==> src/rtl/vector_norm_seq.sv <==
// Exact Euclidean magnitude floor(sqrt(x*x+y*y)), one root bit per clock; VECTOR_NORM_ROUND_EN gives round-to-nearest.
// Latency: result valid W+2 clocks after the accepting edge; one operand pair in flight at a time.
// Backpressure: in_ready_o only in IDLE; result and out_valid_o held in DONE until out_ready_i.
module vector_norm_seq #(
  parameter int W = 16
) (
  input  logic         clk_i,
  input  logic         rst_ni,
  input  logic         in_valid_i,
  output logic         in_ready_o,
  input  logic [W-1:0] x_i,
  input  logic [W-1:0] y_i,
  output logic         out_valid_o,
  input  logic         out_ready_i,
  output logic [W:0]   abs_o
);

  localparam int RW  = 2*W + 2;         // radicand: W+1 digit pairs
  localparam int RMW = W + 3;           // remainder never exceeds 2*root+2 bits
  localparam int CW  = $clog2(W + 1);

  localparam logic [1:0] S_IDLE   = 2'd0;
  localparam logic [1:0] S_SQUARE = 2'd1;
  localparam logic [1:0] S_ITER   = 2'd2;
  localparam logic [1:0] S_DONE   = 2'd3;

  logic [1:0]     state;
  logic [W-1:0]   x_q;
  logic [W-1:0]   y_q;
  logic [RW-1:0]  rad;
  logic [W:0]     root;
  logic [RMW-1:0] rem;
  logic [CW-1:0]  cnt;
  logic [W:0]     abs_q;

  logic [2*W-1:0] xx;
  logic [2*W-1:0] yy;
  logic [2*W:0]   sum;
  logic [RMW+1:0] rem_sh;
  logic [RMW+1:0] trial;
  logic [RMW+1:0] rem_nxt;
  logic           take;
  logic [W:0]     root_nxt;
  logic [W:0]     res_nxt;

  assign xx  = {{W{1'b0}}, x_q} * {{W{1'b0}}, x_q};
  assign yy  = {{W{1'b0}}, y_q} * {{W{1'b0}}, y_q};
  assign sum = {1'b0, xx} + {1'b0, yy};

  assign rem_sh   = {rem, rad[RW-1:RW-2]};
  assign trial    = {2'b00, root, 2'b01};
  assign take     = (rem_sh >= trial);
  assign rem_nxt  = take ? (rem_sh - trial) : rem_sh;
  assign root_nxt = {root[W-1:0], take};

`ifdef VECTOR_NORM_ROUND_EN
  // sum - r^2 > r  <=>  sqrt(sum) > r + 0.5
  assign res_nxt = ({{(RMW+1-W){1'b0}}, root_nxt} < rem_nxt) ? (root_nxt + (W+1)'(1)) : root_nxt;
`else
  assign res_nxt = root_nxt;
`endif

  always_ff @(posedge clk_i or negedge rst_ni) begin
    if (!rst_ni) begin
      state <= S_IDLE;
      x_q   <= '0;
      y_q   <= '0;
      rad   <= '0;
      root  <= '0;
      rem   <= '0;
      cnt   <= '0;
      abs_q <= '0;
    end else begin
      case (state)
        S_IDLE: begin
          if (in_valid_i) begin
            x_q   <= x_i;
            y_q   <= y_i;
            state <= S_SQUARE;
          end
        end
        S_SQUARE: begin
          rad   <= {1'b0, sum};
          root  <= '0;
          rem   <= '0;
          cnt   <= CW'(W);
          state <= S_ITER;
        end
        S_ITER: begin
          rad  <= {rad[RW-3:0], 2'b00};
          rem  <= RMW'(rem_nxt);
          root <= root_nxt;
          if (cnt == '0) begin
            abs_q <= res_nxt;
            state <= S_DONE;
          end else begin
            cnt <= cnt - CW'(1);
          end
        end
        S_DONE: begin
          if (out_ready_i) state <= S_IDLE;
        end
        default: state <= S_IDLE;
      endcase
    end
  end

  assign in_ready_o  = (state == S_IDLE);
  assign out_valid_o = (state == S_DONE);
  assign abs_o       = abs_q;

endmodule

==> config.mk <==
export PLATFORM = sky130hd
export DESIGN_NAME = vector_norm_seq
export DESIGN_NICKNAME = d
export VERILOG_FILES = /design/src/rtl/vector_norm_seq.sv
export SDC_FILE = /design/constraint.sdc
export NUM_CORES = 1
export LEC_CHECK = 0
export BUFFER_PORTS_ARGS = -buffer_cell sky130_fd_sc_hd__buf_2
export CORE_AREA = 2 2 257 259
export CTS_CLUSTER_DIAMETER = 50
export DETAILED_ROUTE_END_ITERATION = 12
export DIE_AREA = 0 0 259 261
export GPL_TIMING_DRIVEN = 0
export PLACE_DENSITY = 0.54
export SLEW_MARGIN = 20
export SYNTH_ARGS = -nofsm -noshare
export SYNTH_HDL_FRONTEND = slang
export SYNTH_SLANG_ARGS = --single-unit
==> constraint.sdc <==
create_clock -name clk_i -period 7.5 [get_ports clk_i]
set_input_delay 0.75 -clock clk_i [delete_from_list [all_inputs] [get_ports clk_i]]
set_output_delay 0.75 -clock clk_i [all_outputs]
set_load 0.03 [all_outputs]
==> Word level (Yosys, flattened, before mapping) <==
Index checks and enable logic that the tools add are counted.
{ "classes": {"muxes": 10, "order_cmp": 1, "mul": 2, "eq_ne": 7, "n_addsub": 3, "reduce_logical": 7} }
{ "op_table": {"columns": ["op", "n"], "rows": [
  ["$pmux W34 S2", 1],
  ["$mul A16 B16 Y32", 2],
  ["$pmux W19 S2", 1],
  ["$pmux W17 S2", 1],
  ["$add A32 B32 Y33", 1],
  ["$ge A21 B19 Y1", 1],
  ["$mux W19", 1],
  ["$sub A19 B19 Y19", 1],
  ["$pmux W5 S2", 1],
  ["$pmux W2 S4", 1],
  ["$mux W2", 3],
  ["$ne A2 B2 Y1 const B", 3],
  ["$reduce_and A2 Y1", 3],
  ["$logic_not A5 Y1", 1],
  ["$mux W5", 1],
  ["$sub A5 B1 Y5 const B", 1],
  ["$eq A2 B2 Y1 const B", 2],
  ["$reduce_and A3 Y1", 1],
  ["$eq A2 B1 Y1 const B", 1],
  ["$logic_not A2 Y1", 1],
  ["$ne A2 B1 Y1 const B", 1],
  ["$reduce_bool A2 Y1", 1]
]} }
{ "word_totals": {"output_inout_bits": 19, "wordCells": 38, "input_bits": 36, "reg_bits": 126} }

==> Depth between registers and ports, before layout <==
{ "logic_depth": {"word_depth": 3, "mapped_depth": 28, "ltp_nobuf": 25} }

==> Worst setup path before layout <==
Ideal clock, no wire load.
{ "synth_path": {"kind": "reg2reg", "startpoint": "register x_q[4]", "endpoint": "register rad[28]", "synth_period_minus_slack_ns": 6.820, "arrival_time_ns": 6.689, "setup_time_ns": 0.131, "path_slack_ns": 0.680, "required_time_ns": 7.369, "stages_incl_launch_ff": 23, "n_path_buf": 1, "path_cell_list": "dfrtp_1 clkbuf_1 nand2_1 fa_1 inv_1 fa_1 inv_1 fa_1 fa_1 fa_1 inv_1 fa_1 fa_1 fa_1 ha_1 a211oi_1 o21ai_0 a21oi_1 nand3_1 nand3_1 a21oi_1 o211a_1 or3_1"} }
{ "synth_between": {"elab_chain_len": 3} }
{ "synth_rtl": {"columns": ["element", "line_no", "text"], "rows": [
  ["start: declaration", "28", "logic [W-1:0] x_q;"],
  ["start signal: assignment", "77", "x_q <= x_i;"],
  ["$mul A16 B16 Y32", "46", "assign xx = {{W{1'b0}}, x_q} * {{W{1'b0}}, x_q};"],
  ["$add A32 B32 Y33", "48", "assign sum = {1'b0, xx} + {1'b0, yy};"],
  ["$pmux W34 S2", "74", "case (state)"],
  ["end signal: assignment", "83", "rad <= {1'b0, sum};"],
  ["end signal: assignment", "90", "rad <= {rad[RW-3:0], 2'b00};"],
  ["end: declaration", "30", "logic [RW-1:0] rad;"]
]} }
Every way passes these cells.
A chain may end at the register's enable or synchronous reset.

==> Worst setup path after layout <==
{ "layout_path": {"startpoint": "register y_q[0]", "endpoint": "register rad[19]"} }
{ "layout_between": {"elab_chain_len": 3} }
{ "layout_rtl": {"columns": ["element", "line_no", "text"], "rows": [
  ["start: declaration", "29", "logic [W-1:0] y_q;"],
  ["start signal: assignment", "78", "y_q <= y_i;"],
  ["$mul A16 B16 Y32", "47", "assign yy = {{W{1'b0}}, y_q} * {{W{1'b0}}, y_q};"],
  ["$add A32 B32 Y33", "48", null],
  ["$pmux W34 S2", "74", null]
]} }
Every way passes these cells.

==> summary.txt <==
Run status
  – Status: finished clean

Floorplanning
  – Die W: 259 um
  – Ports: 55
  – Initial Util: 32.5%
  – Die Ht: 261 um
  – Core box area: 65,000 um2
  – Die Area: 67,600 um2
  – Row count: 94

Synth
  – Synth area leader: fa_1
  – Area contributors post-synth: fa_1 36%, dfrtp_1 15%, ha_1 13%
  – Syn Inst Count: 2,185
  – Netlist cell types: 74
  – Number of flops mapped to enable cells by yosys: 0
  – Synth Net Count: 2,829
  – Seq/Total Area, Yosys: 14.9%
  – Synth top area share: 36.2%
  – Syn. warnings: 0
  – Post-Synthesis Cell Area: 21,200 um2
  – Seq cells post-synth: 126
  – Syn_area_per_cell: 9.68 um2
  – Main synth FF type: dfrtp_1
  – Fraction of registers with async set/reset: 100%

Setup path
  – Crit path capture type: register
  – Startpoint Class: register
  – Req. time, crit path: 7890 ps
  – CP Class: register to register
  – CP max FO: 10
  – Critical Path AT: 7700 ps

Clocking
  – Clk buf depth: 2
  – Clock transition at path regs: 70 ps
  – CTS root buf: clkbuf_16
  – H-tree levels: 4
  – # clock sinks: 126
  – CTS tree: yes
  – Skew-Pair Late Insertion Delay: 490 ps
  – Num CTS Buffers: 17

Route
  – Iteration-0 DRC Markers: 896
  – Routed vias: 15.0k
  – Vias per std cell: 4.74
  – Number of detailed-route iterations in the first pass: 5
  – # DRC: 0
  – Final WL: 54,600 um
  – Avg WL per Cell: 17.3 um
  – Remaining antenna violation count after routing: 0

STA
  – Slew headroom: 35.3%
  – Crit path time final: 7310 ps
  – Final setup violation count: 0
  – Fin. Hold Viols: 0
  – Worst-margin pin slew: 970 ps
  – RSZ-0062 raised after global routing: true
  – Fmax: 0.137 GHz
  – Final period utilization: 97.4%
  – Fin. max-slew vios: 0
  – Fin Clk Skew: 15.3 ps
  – Setup TNS: 0 ps

Global routing
  – Total grt overflow: 0
  – Total Routing Usage GR: 17.3%
  – Initial antenna violation count: 5
  – Largest net degree at the start of global routing: 89
  – First-pass GRT wire length: 89,600 um
  – Number of global-route vias before repair: 16.5k

Placement
  – Port bufs: 54
  – Post-DP HPWL: 46,300 um
  – RD Place Congestion: 0.903

Cells and area
  – Layout cell share with drive strength beyond 1: 11.4%
  – # diodes: 0
  – Nets@finish: 2,927
  – Area growth, synth to finish: 11.2%

Job
  – Max-Cap Viols: 0

Hold path
  – Hold WC Path Type: primary input to async pin
critical path, cell delays in order, from the launching register on:
cell and delay [ps]:
dfrtp_1 710, clkbuf_2 440, and2_1 210, inv_1 60
fa_1 390, inv_1 90, fa_1 420, ha_1 190
inv_1 60, fa_1 440, fa_1 550, inv_1 50
fa_1 480, fa_1 530, fa_1 450, ha_1 350
o21ai_1 140, or2b_2 310, a31oi_2 270, a21oi_2 140
a221oi_4 400, buf_4 180, xnor2_1 120, nand2_1 70
a31oi_1 190
routing by layer:
metal  global-route usage [%]  share of wire [%]  vias up  wire (um)
li1                         -                  -     6949          -
met4                     5.22                2.0        0       1100
met3                     2.89                4.5       51       2450
met2                     28.9                 49      302      26600
met5                        0                  0        -          0
met1                     23.0                 45     7677      24400
repair_timing:
item / CTS / global route
resized for setup: 60 / 67
hold buffers: 0 / 0
setup buffers: 1 / 26
pin swaps: 0 / 1
setup endpoints to repair: 18 / 15
synth_stat cells, types with 6 or more instances:
cell      instances
inv_1           532
or2_2             7
xnor2_1          38
and2_1          130
buf_1             7
a21oi_1          50
mux2i_1          20
a211oi_1          6
nor2b_1          21
nor2_1           57
nand2b_1          6
clkbuf_1         63
nor3_1           14
a21o_1           35
o21ai_0          64
mux2_2           37
nand2_1         165
a31o_2            7
o22ai_1          15
xor2_1           20
dfrtp_1         126
a31oi_1          14
nand4_1          11
fa_1            383
ha_1            225
nand3_1          37
layout make-up:
| cell class | count | area [um2] |
|---|---|---|
| inverters | 533 | 2000 |
| well taps | 864 | 1080 |
| fillers | 6625 | 41500 |
| multi-input cells | 1448 | 15700 |
| clock inverters | 15 | 184 |
| clock buffers | 17 | 425 |
| flip-flops and latches | 126 | 3190 |
| repair buffers | 82 | 512 |
| plain buffers | 75 | 442 |
per-stage QoR:
stage / hold slack [ps] / cells / setup WS (ps) / instance area [um2] / util, %
floorplan: 454 / 2185 / 680 / 21200 / -
global placement: 464 / 3103 / -725 / 22500 / 34.6
detailed placement: 465 / 3104 / -732 / 22500 / 34.7
CTS: 128 / 3134 / 11.9 / 23200 / 35.7
global route: 165 / 3160 / -19.8 / 23500 / 36.2
finish: 160 / 3160 / 194 / 23500 / 36.2
flip-flops by register name, indices dropped and copies added (netlist names):
register,flops
cnt,5
state,2
x_q,16
abs_o,17
y_q,16
root,17
rad,34
rem,19
cells by family after synthesis:
family | share of synthesized area (%)
multiplexers | 2.92
AND/OR/NAND/NOR | 11.1
buffers and inverters | 11.1
flip-flops | 14.9
adder cells (fa/ha/maj) | 49.5
AO/OA/AOI/OAI | 8.10
XOR/XNOR | 2.40
worst paths after layout:
check                                        to                 start  cells past startpoint  slack, ps
max                         rad[19]$_DFFE_PN0P_    y_q[0]$_DFFE_PN0P_                     24        190
min                          y_q[2]$_DFFE_PN0P_                rst_ni                      1        160
max reg2reg                 rad[19]$_DFFE_PN0P_    y_q[0]$_DFFE_PN0P_                     24        190
min reg2reg                abs_o[8]$_DFFE_PN0P_  abs_o[8]$_DFFE_PN0P_                      2        480
max in group asynchronous   x_q[12]$_DFFE_PN0P_                rst_ni                      2       6530
min in group clk_i         abs_o[8]$_DFFE_PN0P_  abs_o[8]$_DFFE_PN0P_                      2        480
layout by cell type, fill, tap and decap left out, types with 6 or more instances in the layout:
| master | n |
|---|---|
| nor2_1 | 57 |
| mux2_2 | 37 |
| dfrtp_1 | 100 |
| o21ai_0 | 63 |
| clkbuf_16 | 17 |
| nor3_1 | 14 |
| xnor2_1 | 38 |
| nand2b_1 | 6 |
| and2_1 | 129 |
| buf_2 | 56 |
| fa_1 | 383 |
| nand2_1 | 165 |
| inv_1 | 532 |
| clkbuf_4 | 13 |
| a31o_2 | 7 |
| mux2i_1 | 20 |
| clkbuf_2 | 10 |
| xor2_1 | 20 |
| ha_1 | 223 |
| dfrtp_2 | 26 |
| nor2b_1 | 21 |
| nand3_1 | 36 |
| buf_4 | 35 |
| clkbuf_1 | 26 |
| a21o_1 | 35 |
| or2_2 | 7 |
| a31oi_1 | 14 |
| o22ai_1 | 15 |
| inv_8 | 7 |
| a21oi_1 | 47 |
| buf_1 | 7 |
| nand4_1 | 11 |
Power is not shown: default switching activity piles up to over one toggle a cycle in this logic, so the estimate is an artifact.
